<file path="src/rtl/contador_arbitro_pkg.sv">
// Shared types and constants for the counter sequencer/arbiter.
// Holds the FSM state encoding, the counter width and the target clamp helper.
package contador_arbitro_pkg;

   localparam int CNT_W = 8;
   localparam int N_REQ = 2;

   typedef enum logic [1:0] {
      ST_IDLE = 2'd0,
      ST_MOVE = 2'd1,
      ST_DONE = 2'd2
   } estado_t;

   function automatic logic [CNT_W-1:0] clamp_alvo(
      input logic [CNT_W-1:0] val,
      input logic [CNT_W-1:0] lo,
      input logic [CNT_W-1:0] hi
   );
      logic [CNT_W-1:0] res;
      if (val < lo) begin
         res = lo;
      end else if (val > hi) begin
         res = hi;
      end else begin
         res = val;
      end
      return res;
   endfunction

endpackage

</file>
<file path="src/rtl/contador_arbitro_rr.sv">
// Two-way round-robin grant: a tie goes to the requester that was not served last.
// The last-served pointer only moves on the update strobe.
module rr_arbiter2
   import contador_arbitro_pkg::*;
(
   input  logic             clk,
   input  logic             rst_n,
   input  logic [N_REQ-1:0] req,
   input  logic             upd,
   input  logic             upd_idx,
   output logic             any,
   output logic             grant
);

   logic pref_r;

   // Preferred requester for a tie; points away from whoever finished last
   always_ff @(posedge clk or negedge rst_n) begin
      if (!rst_n) begin
         pref_r <= 1'b0;
      end else if (upd) begin
         pref_r <= ~upd_idx;
      end else begin
         pref_r <= pref_r;
      end
   end

   // Grant selection from the current request vector
   always_comb begin
      grant = 1'b0;
      if (req == 2'b11) begin
         grant = pref_r;
      end else if (req[1]) begin
         grant = 1'b1;
      end else begin
         grant = 1'b0;
      end
   end

   assign any = |req;

endmodule

</file>
<file path="src/rtl/contador_arbitro.sv">
// Shares one up/down counter between two requesters: grants round-robin, then
// steps the counter one unit at a time (rate-limited) until it reaches the clamped target.
module contador_arbitro
   import contador_arbitro_pkg::*;
#(
   parameter logic [CNT_W-1:0] LIM_MIN  = 8'd0,
   parameter logic [CNT_W-1:0] LIM_MAX  = 8'd255,
   parameter int               STEP_DIV = 2
)(
   input  logic             clk,
   input  logic             rst_n,
   input  logic [CNT_W-1:0] contagem,
   input  logic [N_REQ-1:0] req_valid,
   input  logic [CNT_W-1:0] req_alvo0,
   input  logic [CNT_W-1:0] req_alvo1,
   output logic [N_REQ-1:0] req_ready,
   output logic [N_REQ-1:0] done,
   output logic             acrescer,
   output logic             decrecer,
   output logic             busy,
   output logic             dono
);

   localparam int DIV_W = (STEP_DIV > 2) ? $clog2(STEP_DIV) : 1;
   localparam logic [DIV_W-1:0] DIV_LOAD = DIV_W'(STEP_DIV - 1);

   estado_t          state_r;
   logic [CNT_W-1:0] alvo_r;
   logic [DIV_W-1:0] div_r;
   logic             any_s;
   logic             grant_s;
   logic             upd_s;
   logic [CNT_W-1:0] alvo_sel_s;

   assign upd_s      = (state_r == ST_DONE);
   assign alvo_sel_s = grant_s ? req_alvo1 : req_alvo0;

   rr_arbiter2 u_arb (
      .clk     (clk),
      .rst_n   (rst_n),
      .req     (req_valid),
      .upd     (upd_s),
      .upd_idx (dono),
      .any     (any_s),
      .grant   (grant_s)
   );

   // Sequencer FSM; every output is registered here
   always_ff @(posedge clk or negedge rst_n) begin
      if (!rst_n) begin
         state_r   <= ST_IDLE;
         alvo_r    <= '0;
         div_r     <= '0;
         req_ready <= 2'b00;
         done      <= 2'b00;
         acrescer  <= 1'b0;
         decrecer  <= 1'b0;
         busy      <= 1'b0;
         dono      <= 1'b0;
      end else begin
         req_ready <= 2'b00;
         done      <= 2'b00;
         acrescer  <= 1'b0;
         decrecer  <= 1'b0;
         case (state_r)
            ST_IDLE: begin
               if (any_s) begin
                  req_ready <= 2'b01 << grant_s;
                  alvo_r    <= clamp_alvo(alvo_sel_s, LIM_MIN, LIM_MAX);
                  dono      <= grant_s;
                  div_r     <= '0;
                  state_r   <= ST_MOVE;
               end else begin
                  state_r   <= ST_IDLE;
               end
            end
            ST_MOVE: begin
               busy <= 1'b1;
               // Live compare against the fed-back count tolerates outside disturbance
               if (contagem == alvo_r) begin
                  state_r <= ST_DONE;
               end else if (div_r == '0) begin
                  if (contagem < alvo_r) begin
                     acrescer <= 1'b1;
                  end else begin
                     decrecer <= 1'b1;
                  end
                  div_r <= DIV_LOAD;
               end else begin
                  div_r <= div_r - 1'b1;
               end
            end
            ST_DONE: begin
               done    <= 2'b01 << dono;
               busy    <= 1'b0;
               div_r   <= '0;
               state_r <= ST_IDLE;
            end
            default: begin
               busy    <= 1'b0;
               state_r <= ST_IDLE;
            end
         endcase
      end
   end

endmodule

</file>
<file path="config.mk">
export PLATFORM = sky130hd
export DESIGN_NAME = contador_arbitro
export DESIGN_NICKNAME = d
export VERILOG_FILES = /design/src/rtl/contador_arbitro_pkg.sv /design/src/rtl/contador_arbitro_rr.sv /design/src/rtl/contador_arbitro.sv
export SDC_FILE = /design/constraint.sdc
export NUM_CORES = 1
export LEC_CHECK = 0
export BUFFER_PORTS_ARGS = -buffer_cell sky130_fd_sc_hd__buf_2
export CORE_UTILIZATION = 40
export DETAILED_ROUTE_END_ITERATION = 8
export GPL_TIMING_DRIVEN = 1
export PLACE_DENSITY = 0.66
export RECOVER_POWER = 50
export SLEW_MARGIN = 20
export SYNTH_ARGS = -nofsm -noshare
export SYNTH_HDL_FRONTEND = slang
export SYNTH_HIERARCHICAL = 1
export SYNTH_SLANG_ARGS = --single-unit
</file>
<file path="constraint.sdc">
create_clock -name clk -period 3.85 [get_ports clk]
set_input_delay 0 -clock clk [delete_from_list [all_inputs] [get_ports clk]]
set_output_delay 0 -clock clk [all_outputs]
set_load 0.005 [all_outputs]
</file>
Yosys cells after proc, flatten, opt, wreduce, memory -nomap -nowiden --
Index checks and enable logic that the tools add are counted.
Cells by class: reduce and logical (&&, ||, !) cells 5, magnitude comparators 3, multiplexer cells 24, add/sub/neg operators 1, shift-type cells 2, bitwise operators 1, eq/ne operators 7
Operator list (number):
- $mux 8 | 3
- $mux 1 | 14
- $eq 8x8->1 | 1
- $gt 8x8->1 const B | 1
- $lt 8x1->1 const B | 1
- $lt 8x8->1 | 1
- $mux 2 | 4
- $ne 2x2->1 const B | 3
- $eq 2x2->1 const B | 2
- $pmux 2 s2 | 1
- $shl 1x1->2 const A | 2
- $pmux 1 s3 | 1
- $reduce_and 3->1 | 1
- $reduce_bool 3->1 | 1
- $eq 2x1->1 const B | 1
- $logic_not 2->1 | 1
- $pmux 1 s2 | 1
- $reduce_and 2->1 | 1
- $reduce_or 2->1 | 1
- $not 1->1 | 1
- $sub 1x1->1 const B | 1
Storage, ports and cells: logic and storage cells 53, bits in registers 20, input port bits 28

Logic depth before layout (Yosys ltp) --
word-level depth 6, gate-level depth with buffers 6

Hierarchy --
Netlist, hierarchy kept.
By module, submodules not included:
- contador_arbitro | instances 1, area an instance 1001.0 um2, sequential area each 475.5 um2, cells each 95
- rr_arbiter2 | instances 1, area an instance 51.3 um2, sequential area each 25.0 um2, cells each 6

Worst setup path before layout --
No wires, ideal clock.
path kind register to register, start register alvo_r[5], end register acrescer, slack 2.490 ns, arrival 1.240 ns, setup time 0.120 ns, cell stages (with the launch flop) 7, period minus slack after synthesis 1.360 ns, path through dfrtp_1 -> inv_1 -> ha_1 -> and4_1 -> nand4_1 -> nand2_1 -> and3b_1
Between the ends: cells in the longest elaborated chain, start to end 5, elaborated cells between the ends (all ways) 6, classes of those cells order compare (1); eq/ne (1); mux (4)
Ends and longest elaborated chain:
- start: declaration | line contador_arbitro.sv:28 | logic [CNT_W-1:0] alvo_r;
- start signal: assignment | line contador_arbitro.sv:69 | alvo_r <= clamp_alvo(alvo_sel_s, LIM_MIN, LIM_MAX);
- $lt 8x8->1 | line contador_arbitro.sv:83 | if (contagem < alvo_r) begin
- $mux 1 | line contador_arbitro.sv:83
- $mux 1 | line contador_arbitro.sv:82 | end else if (div_r == '0) begin
- $mux 1 (*) | line contador_arbitro.sv:80 | if (contagem == alvo_r) begin
- $mux 1 (*) | line contador_arbitro.sv:65 | case (state_r)
- end signal: assignment | line contador_arbitro.sv:56 | acrescer <= 1'b0;
- end signal: assignment | line contador_arbitro.sv:63 | acrescer <= 1'b0;
- end signal: assignment | line contador_arbitro.sv:84 | acrescer <= 1'b1;
- end: declaration | line contador_arbitro.sv:18 | output logic acrescer,
Every way passes the cells marked *; elsewhere a longest branch is shown, timed or not. A chain may end at the register's enable or synchronous reset.

Worst setup path in the final report --
start register u_arb.pref_r, end register alvo_r[6]
Between the ends: cells in the longest elaborated chain, start to end 5, elaborated cells between the ends (all ways) 6, classes of those cells order compare (2); mux (4)
Ends and longest elaborated chain:
- start: declaration | line contador_arbitro_rr.sv:15 | logic pref_r;
- start signal: assignment | line contador_arbitro_rr.sv:22 | pref_r <= ~upd_idx;
- start signal: assignment | line contador_arbitro_rr.sv:24 | pref_r <= pref_r;
- $mux 1 (*) | line contador_arbitro_rr.sv:31 | if (req == 2'b11) begin
- named net grant_s | line contador_arbitro.sv:31 | logic grant_s;
- $mux 8 (*) | line contador_arbitro.sv:36 | assign alvo_sel_s = grant_s ? req_alvo1 : req_alvo0;
- $gt 8x8->1 | line contador_arbitro_pkg.sv:22 | end else if (val > hi) begin
- $mux 8 | line contador_arbitro_pkg.sv:22
- $mux 8 (*) | line contador_arbitro_pkg.sv:20 | if (val < lo) begin
Mark *: on every way through the listed nets, which the timed path passes. The rest lies on a longest branch.

==> flow_summary.ini <==
[clock_network]
cts_buffer_depth = 2
cts_resized = 0
clock_latency_ns = 0.30
htree_levels = 1
cts_sinks = 20
postCtsSetupRepairBufs = 0
clk_pin_slew_ns = 0.12
cts_tree = done
cts_buffers = 3
cts-root-buf = clkbuf_4

[timing]
finalHoldViolations = 0
fmax_mhz = 491.3
tns_ns = 0
report.final.slew_viol_count = 0
finalHoldWorstSlack_ns = 0.01859
finalCritPeriodShare_pct = 52.87
max_slew.worst_pin.slew_ns = 1.065
setup_viol = 0
fin_crit_ns = 2.036
slew-limit-headroom_pct = 28.98
fin_skew_ns = 0.007771
grt_setup_unrepaired = false

[cells_and_area]
final_common_cell = buf_2
nNetsFinal = 188
syn_to_final_growth_pct = 35.67
utilization_pct = 57.63
most-common-layout-cells = buf_2 (31), dfrtp_1 (20), nor2_1 (15), dlygate4sd3_1 (15), a21oi_1 (12)
drive_gt1_share_pct = 26.49
antennaDiodeCount = 0

[placed_design]
dp_hpwl_mm = 1.453
gp_congestion = 0.7331
io_buffers = 35

[route]
wirelength_mm = 2.125
vias = 862
dr.first_iter.drc_count = 18
avgRoutedWirePerCell_um = 11.74
drc_errors = 0
drtPass1Iterations = 4
antenna_left = 0
vias_per_cell = 4.762

[die]
fp.dieH_um = 53.29
core_mm2 = 0.002477
num_rows = 18
die_w_um = 53.29
io_pins = 36
initial_core_util_pct = 42.47
dieArea_mm2 = 0.002840

[worst_setup_path]
crit_chain = inv_1 -> a21boi_2 -> mux2i_1 -> dlygate4sd3_1 -> a21oi_1
arrival_ns = 2.19
critical_path_class = flip-flop to flip-flop
slowest_delay_ns = 0.58
cp_max_fo = 11
endpoint_kind = flip-flop
slowest_stage = dlygate4sd3_1
critPathRequiredTime_ns = 4.01
cp-start-kind = flip-flop

[power_and_ir_drop]
powerDensity_mw_per_mm2 = 519.0
vdd_drop_max_v = 0.0002798
p_leak_nw = 0.7142

[global_routing]
antenna_found_initial = 0
grt_overflow = 0
grt_pass1_vias = 870
grt_max_degree = 21
grt_use_total_pct = 18.07
grt_pass1_wl_mm = 3.615

[yosys]
synthCells = 101
synth_seq_cells = 20
synth-seq-area-share_pct = 47.56
synth.net_count = 137
synth_area_mm2 = 0.001052
netlist-cell-type-count = 27
syn_avg_cell_area_um2 = 10.42
synth-warning-count = 6

[min_path]
hold_class = primary input to flip-flop

[job]
maxCapViolCount = 0

[status]
status = finished, final reports clean
-- synthesized netlist by cell type, drive strengths merged --
cell type / n / area share (%)
mux2: 1 / 1.4
nor3: 1 / 0.48
nor2: 15 / 5.4
and4: 1 / 0.83
o21ai: 1 / 0.48
and2: 3 / 1.8
a21boi: 1 / 0.71
nand2b: 1 / 0.59
a31oi: 1 / 0.59
ha: 8 / 9.5
buf: 4 / 3.7
inv: 10 / 3.6
nand4: 1 / 0.59
nor4b: 1 / 0.83
dfrtp: 20 / 48
and3b: 1 / 0.83
nor3b: 1 / 1.8
nor2b: 2 / 1.2
a21bo: 1 / 0.95
mux2i: 8 / 7.6
a31o: 1 / 0.83
a21oi: 12 / 5.7
nand2: 3 / 1.1
or2: 1 / 0.59
a211oi: 1 / 0.71
o211ai: 1 / 0.71
-- where the power goes --
| part | leakage [nW] | internal, W | switching, W |
|---|---|---|---|
| clock network | 0.0279 | 0.000105 | 0.0000641 |
| registers | 0.240 | 0.000276 | 0.0000415 |
| logic | 0.446 | 0.000131 | 0.000123 |
| total | 0.714 | 0.000512 | 0.000229 |
-- through the flow --
step           instance area [um^2]  setup slack, ns  cells   power, W
5_1_grt                        1428            1.660    181  0.0008061
3_5_place_dp                   1226            2.028    162  0.0005563
3_3_place_gp                   1226            2.101    162  0.0005420
6_report                       1428            1.814    181  0.0007409
4_1_cts                        1429            1.503    181  0.0007453
2_1_floorplan                  1052            2.490    101  0.0004907
-- sequential cells by signal (all words and copies together), names as in the netlist, 2 cells and up --
name / flops
alvo_r: 8
done: 2
req_ready: 2
state_r: 2
-- critical path, delay by kind of cell (launching register included) --
kind | cells | cell delay, ns
AO/OA/AOI/OAI | 2 | 0.64
buffers and inverters | 2 | 0.63
flip-flops | 1 | 0.37
multiplexers | 1 | 0.27
-- path summary, 6_finish.rpt --
| path | start | endpoint | slack [ns] | cells past startpoint |
|---|---|---|---|---|
| setup / recovery | u_arb/pref_r | alvo_r[6] | 1.81 | 5 |
| min in group asynchronous | rst_n | acrescer | 0.40 | 2 |
| hold / removal | req_alvo0[2] | alvo_r[2] | 0.02 | 3 |
| max in group asynchronous | rst_n | u_arb/pref_r | 2.81 | 2 |
| hold reg to reg | dono | done[0] | 0.51 | 1 |
| setup reg to reg | u_arb/pref_r | alvo_r[6] | 1.81 | 5 |
-- logic make-up after synthesis --
| family | synth area share [%] |
|---|---|
| buffers and inverters | 7.253 |
| and+or+nand+nor | 15.93 |
| adders and majority gates | 9.513 |
| muxes | 9.037 |
| AOI/OAI and AO/OA | 10.70 |
| DFF | 47.56 |
-- cell type report --
cell class,count,area (um^2)
multi-input combinational,67,479.2
clock buffer,3,22.52
inverter,10,37.54
timing repair buffer,50,320.3
fill,239,1050
tap,30,37.54
sequential,20,500.5
clock inverter,1,30.03
-- timing repair --
item	CTS	global route
hold buffers	15	0
setup endpoints to repair	0	0
hold endpoints to repair	27	0
-- layer usage --
layer  global-route usage [%]  wire [um]  vias up
li1                         -          -      442
met1                    21.00        898      395
met2                    31.04       1127       23
met3                    4.598         80        2
met4                    7.456         18        0
met5                        0          0        -
Power figures use the tool's default switching activity.
